**src/rtl/if_id_queue.sv**
```systemverilog
// if_id_queue: IF/ID fetch queue pairing SRAM read data with the PC of its fetch
// Ports: cpu_clk_50M clock, cpu_rst_n async active-low reset; ice/if_pc/if_pc_plus_4 fetch
// issued this cycle; inst_rdata SRAM data valid the cycle after ice; stall[2] decode not
// accepting; flush drops queued and in-flight work; id_valid/id_pc/id_pc_plus_4/id_inst head
// entry to decode; fetch_stall_req asks fetch to hold the PC; ifq_overflow sticky flag set by a
// push into a full queue. Define IFQ_BYPASS_EN to hand an arriving instruction straight to decode
// when the queue is empty.
`ifndef INST_ADDR_BUS
`define INST_ADDR_BUS 31:0
`endif
`ifndef INST_BUS
`define INST_BUS 31:0
`endif
`ifndef STALL_BUS
`define STALL_BUS 3:0
`endif
`ifndef PC_INIT
`define PC_INIT 32'h00000000
`endif
module if_id_queue #(
  parameter int DEPTH = 4
) (
  input  logic                  cpu_clk_50M,
  input  logic                  cpu_rst_n,
  input  logic                  ice,
  input  logic [`INST_ADDR_BUS] if_pc,
  input  logic [`INST_ADDR_BUS] if_pc_plus_4,
  input  logic [`INST_BUS]      inst_rdata,
  input  logic [`STALL_BUS]     stall,
  input  logic                  flush,
  output logic                  id_valid,
  output logic [`INST_ADDR_BUS] id_pc,
  output logic [`INST_ADDR_BUS] id_pc_plus_4,
  output logic [`INST_BUS]      id_inst,
  output logic                  fetch_stall_req,
  output logic                  ifq_overflow
);
  localparam int AW = $clog2(DEPTH);
  logic                  infl_v;
  logic [`INST_ADDR_BUS] infl_pc, infl_pc4;
  logic [`INST_ADDR_BUS] mem_pc [DEPTH];
  logic [`INST_ADDR_BUS] mem_pc4 [DEPTH];
  logic [`INST_BUS]      mem_inst [DEPTH];
  logic [AW-1:0]         rd_ptr, wr_ptr;
  logic [AW:0]           count;
  logic                  empty, full, do_push, do_pop, wr_en;
  logic                  unused_stall;
  assign unused_stall = ^stall;
  assign empty = count == '0;
  assign full = count == (AW+1)'(DEPTH);
`ifdef IFQ_BYPASS_EN
  logic byp;
  assign byp = empty & infl_v;
  assign id_valid = ~empty | infl_v;
  assign id_pc = byp ? infl_pc : empty ? `PC_INIT : mem_pc[rd_ptr];
  assign id_pc_plus_4 = byp ? infl_pc4 : empty ? `PC_INIT : mem_pc4[rd_ptr];
  assign id_inst = byp ? inst_rdata : empty ? '0 : mem_inst[rd_ptr];
  // a bypassed entry taken by decode this cycle never enters storage
  assign do_push = infl_v & ~(byp & ~stall[2]);
`else
  assign id_valid = ~empty;
  assign id_pc = empty ? `PC_INIT : mem_pc[rd_ptr];
  assign id_pc_plus_4 = empty ? `PC_INIT : mem_pc4[rd_ptr];
  assign id_inst = empty ? '0 : mem_inst[rd_ptr];
  assign do_push = infl_v;
`endif
  assign do_pop = ~empty & ~stall[2];
  // a pop frees the head slot first, so a full queue still accepts a push alongside it
  assign wr_en = do_push & (~full | do_pop);
  // counts the in-flight fetch but ignores a pending pop, so it errs on stalling early
  assign fetch_stall_req = ({1'b0, count} + (AW+2)'(infl_v)) >= (AW+2)'(DEPTH);
  always_ff @(posedge cpu_clk_50M or negedge cpu_rst_n)
    if (!cpu_rst_n) begin
      infl_v <= 1'b0;
      rd_ptr <= '0;
      wr_ptr <= '0;
      count <= '0;
      ifq_overflow <= 1'b0;
    end else if (flush) begin
      infl_v <= 1'b0;
      rd_ptr <= '0;
      wr_ptr <= '0;
      count <= '0;
    end else begin
      infl_v <= ice;
      rd_ptr <= rd_ptr + AW'(do_pop);
      wr_ptr <= wr_ptr + AW'(wr_en);
      count <= count + (AW+1)'(wr_en) - (AW+1)'(do_pop);
      if (do_push & full & ~do_pop) ifq_overflow <= 1'b1;
    end
  always_ff @(posedge cpu_clk_50M) begin
    infl_pc <= if_pc;
    infl_pc4 <= if_pc_plus_4;
    if (wr_en & ~flush) begin
      mem_pc[wr_ptr] <= infl_pc;
      mem_pc4[wr_ptr] <= infl_pc4;
      mem_inst[wr_ptr] <= inst_rdata;
    end
  end
endmodule

```
**config.mk**
```make
export PLATFORM = sky130hd
export DESIGN_NAME = if_id_queue
export DESIGN_NICKNAME = d
export VERILOG_FILES = /design/src/rtl/if_id_queue.sv
export SDC_FILE = /design/constraint.sdc
export NUM_CORES = 1
export LEC_CHECK = 0
export BUFFER_PORTS_ARGS = -buffer_cell sky130_fd_sc_hd__clkbuf_2
export CORE_ASPECT_RATIO = 0.6
export CORE_MARGIN = 4
export CORE_UTILIZATION = 55
export CTS_BUF_LIST = sky130_fd_sc_hd__clkbuf_2
export DETAILED_ROUTE_END_ITERATION = 16
export PLACE_DENSITY = 0.84
export REMOVE_ABC_BUFFERS = 1
export SKIP_LAST_GASP = 1
export SYNTH_ARGS = -nofsm -noshare
export SYNTH_HDL_FRONTEND = slang
export SYNTH_SLANG_ARGS = --single-unit
```
**constraint.sdc**
```tcl
create_clock -name cpu_clk_50M -period 24 [get_ports cpu_clk_50M]
set_input_delay 4.8 -clock cpu_clk_50M [delete_from_list [all_inputs] [get_ports cpu_clk_50M]]
set_output_delay 4.8 -clock cpu_clk_50M [all_outputs]
set_load 0.005 [all_outputs]
```
# After elaboration in Yosys (flattened, before gate mapping)
# Memories as Yosys holds them, arrays and structs flattened.
# Cells that the tools add are included.
# totals
out_inout_bits,99
n_memories,3
ramBits,384
ff_bits,73
elab_cells,39
# memory_table
memory,depth,width,rd,rd_clocked_by_memory_dff,wr,line,text
mem_inst,4,32,1,0,1,43,logic [`INST_BUS] mem_inst [DEPTH];
mem_pc,4,32,1,0,1,41,logic [`INST_ADDR_BUS] mem_pc [DEPTH];
mem_pc4,4,32,1,0,1,42,logic [`INST_ADDR_BUS] mem_pc4 [DEPTH];
# classes
bitwise_logic,11
mux,9
n_lt_le_gt_ge,1
eq_ne,1
add_sub_neg,5
reduce_logical,2
# ops
op,count
32-bit two-way mux,3
1-bit bitwise AND,5
1-bit inverter,5
2-bit by 1-bit adder with 2-bit output,2
3-bit by 1-bit adder with 4-bit output,1
4-bit by 3-bit greater-or-equal comparator with 1-bit output (second input constant),1
2-bit two-way mux,2
3-bit by 1-bit adder with 3-bit output,1
3-bit equality test (second input constant),1
3-bit logical NOT,1
1-bit two-way mux,3
3-bit two-way mux,1
3-bit by 1-bit subtractor with 3-bit output,1
2-bit AND reduction,1
1-bit OR,1

# Longest topological paths before layout
# depth
word_depth,8
depth_mapped,11
ltp_nobuf,9

# Worst setup path before layout
# No wires, ideal clock.
# synth_timing
path_kind,in2reg
start,in flush
end,"mem mem_inst[1][0] (netlist name), enable pin"
arrival_ns,15.011
n_path_buf,1
required_time_ns,23.180
slack_ns,8.169
cell_stages,3
cell_sequence,clkbuf_1 > nand2b_1 > nor4b_1
# synth_via
elab_chain_cells,4
# synth_lines
item,line,text
"start, declared",30,"input logic flush,"
1-bit inverter (no line),--,
1-bit bitwise AND,94,if (wr_en & ~flush) begin
1-bit two-way mux,94,
1-bit two-way mux (implied by the code),97,mem_inst[wr_ptr] <= inst_rdata;
"end, declared",43,
# No other way between the ends.

# Worst setup path after layout
# layout_timing
start,reg rd_ptr[0]
end,out id_inst[22]
# layout_via
elab_chain_cells,2
# layout_lines
item,line,text
"start, declared",44,"logic [AW-1:0] rd_ptr, wr_ptr;"
"start signal, assigned",86,rd_ptr <= rd_ptr + AW'(do_pop);
memory read 4 x 32 bit,--,
32-bit two-way mux,64,assign id_inst = empty ? '0 : mem_inst[rd_ptr];
"end, declared",34,"output logic [`INST_BUS] id_inst,"
# No other way between the ends.

==> flow_summary.json <==
{
  "hold_path_class": "flop to flop",
  "fin_crit_ns": 8.67,
  "tightest_slew_ns": 0.992,
  "die_area_um2": 32500,
  "p_leak_nw": 6.65,
  "finalSetupViolations": 0,
  "vias": 7668,
  "synth_top_area_frac": 0.708,
  "postCtsSetupBuffers": 0,
  "drive_gt1_frac": 0.448,
  "antenna_found_initial": 1,
  "ir_drop_v": 0.0000594,
  "cp.arrival_ns": 3.87,
  "synthCells": 717,
  "gp_congestion": 0.687,
  "seqPwrFrac": 0.527,
  "synth_edf_count": 384,
  "core-area_um2": 28900,
  "synthArstFlopShare": 0.0197,
  "die_w_um": 230,
  "antenna_cells": 0,
  "synth_seq_cells": 457,
  "cp_max_fo": 50,
  "clock-sinks": 457,
  "max_stage_delay_ns": 1.07,
  "intPower_mw": 1.27,
  "worst_setup_path_end_kind": "output pin",
  "routed_wl_um": 29200,
  "status": "complete, no violations",
  "synth.most_common_cell": "edfxtp_1",
  "whs_ns": 0.472,
  "overflow": 0,
  "combPwrFrac": 0.210,
  "grt_use_met3": 0.0574,
  "period_share": 0.361,
  "fin_worst_skew_ns": 0.0513,
  "clockBufferDepth": 3,
  "crit_path_top_delay_cell": "dfrtp_4",
  "fin_util": 0.643,
  "yosys-top-cells-count": "edfxtp_1 (384), and2_1 (96), mux4_2 (96)",
  "start_util": 0.562,
  "h-tree-depth": 3,
  "critPathKind": "flop to output pin",
  "path_cells": "buf_4, mux4_2, and2_1, clkbuf_2",
  "fin_area_um2": 18600,
  "clock-root-buffer": "clkbuf_2",
  "relSlewSlack": 0.339,
  "clock.fmax_ghz": 0.115,
  "cellPowerDensity_nw_per_um2": 93.7,
  "drc": 0,
  "dpl_cell_area_um2": 17700,
  "dr.pass1.iters": 4,
  "drt_iter0_drc": 445,
  "avgSynthCellArea_um2": 22.7,
  "grt_max_degree": 99,
  "drv_slew": 0,
  "grtUsageMet1": 0.262,
  "place_hpwl_um": 16800,
  "grt_pass1_vias": 8296,
  "max_cap_violations": 0,
  "numCtsBuffers": 97,
  "cts_tree": "done",
  "cts-resized-gates": 0,
  "switching_share": 0.274,
  "pin_count": 203,
  "cp.required_ns": 19.20,
  "grt_first_pass_wirelength_um": 46500,
  "grtUsageTotal": 0.189,
  "viasPerCell": 5.21,
  "placementRows": 48,
  "areaGrowthSynthToFinish_pct": 14.3,
  "portBuffers": 199,
  "cp-start-kind": "flop",
  "yosysUniqueCellTypes": 26,
  "hold_buffers": 0,
  "ys_warn_count": 0,
  "tns_ns": 0,
  "grt.busiest_layer": "met2",
  "hold_violations": 0,
  "rsz0062_at_grt": "no",
  "synth_area_um2": 16300,
  "grt_use_met2": 0.297,
  "nets": 1104,
  "clk_pin_slew_worst_paths_ns": 0.12,
  "ys.flop_type": "edfxtp_1",
  "clkPwrFrac": 0.263,
  "dieHeight_um": 141,
  "wl_per_cell_um": 19.9,
  "power_switching_mw": 0.478,
  "clock_latency_ns": 0.97,
  "ys_top_cells_by_area": "edfxtp_1 (71%), mux4_2 (13%), dfxtp_1 (7.9%)",
  "yosys.area.top_type": "edfxtp_1",
  "ant_nets": 0,
  "yosysSeqAreaShare": 0.801
}
-- path summary, 6_finish.rpt --
path	start	endpoint	slack (ns)	cells after the start
min in group asynchronous	cpu_rst_n	count[2]	3.69	1
worst min register to register	infl_pc[27]	mem_pc[1][27]	0.47	0
worst min-delay path	infl_pc[27]	mem_pc[1][27]	0.47	0
max in group asynchronous	cpu_rst_n	rd_ptr[0]	20.08	1
worst max register to register	count[1]	count[2]	21.12	10
worst max-delay path	rd_ptr[0]	id_inst[22]	15.33	4
-- worst max-delay path: cells and delay by family, from the launching register on --
kind,cells,cell delay [ns]
muxes,1,0.60
buffers and inverters,2,1.00
and+or+nand+nor,1,0.20
DFF,1,1.07
-- through the flow --
stage	total power, mW	worst slack, ns	std cells
2_1_floorplan	1.18	8.35	683
3_3_place_gp	1.31	16.14	1295
3_5_place_dp	1.31	16.13	1295
4_1_cts	1.78	15.03	1473
5_1_grt	1.86	14.79	1473
6_report	1.74	15.33	1473
-- cells by family after synthesis --
family | after synthesis | share of synthesized area
mux | 96 | 0.133
fa+ha+maj | 6 | 0.00507
flops | 457 | 0.801
buf+inv | 37 | 0.0138
compound gates | 3 | 0.00169
simple gates | 115 | 0.0443
xor+xnor | 3 | 0.00161
-- metal layers --
layer  up-vias  routed length [um]
met2       256               14100
met1      3899               12700
met5         -                   0
li1       3477                   -
met4         0                 346
met3        36                2070
-- registers in the layout (all words and copies together) (netlist names) --
signal        count
infl_pc4         32
rd_ptr            2
count             3
wr_ptr            2
do_push           1
infl_pc          32
mem_inst        128
mem_pc          128
ifq_overflow      1
mem_pc4         128
-- area by class of cell --
type | instances | area [um2]
clock buffer | 158 | 791
clock inverter | 20 | 113
fill | 1996 | 10300
inverter | 3 | 11.3
multi-input combinational | 223 | 3060
sequential | 457 | 13000
tap | 400 | 500
timing repair buffer | 212 | 1090
-- placed cells by master, fill, tap and decap left out --
cell,n
clkinv_2,3
ha_1,5
or3_2,1
fa_1,1
o211a_1,1
inv_2,1
clkinvlp_4,2
mux4_2,96
and2_1,96
buf_4,13
nor4bb_1,1
nor4b_2,2
o22a_1,1
clkbuf_2,357
nor2b_1,6
a31o_2,1
nor4bb_4,1
edfxtp_1,384
dfxtp_1,64
nand2b_1,2
inv_1,3
clkinv_1,13
nor4_2,1
dfrtp_1,7
xnor2_1,3
nor2_1,4
bufinv_16,1
nand4_1,1
dfrtp_4,2
-- power groups by stage --
stage / clock network [mW] / registers (mW) / logic (mW)
finish: 0.459 / 0.919 / 0.366
global route: 0.529 / 0.928 / 0.403
CTS: 0.481 / 0.922 / 0.376
detailed placement: 0 / 0.940 / 0.375
global placement: 0 / 0.938 / 0.371
floorplan: 0 / 0.949 / 0.227
(Power assumes the default switching activity.)
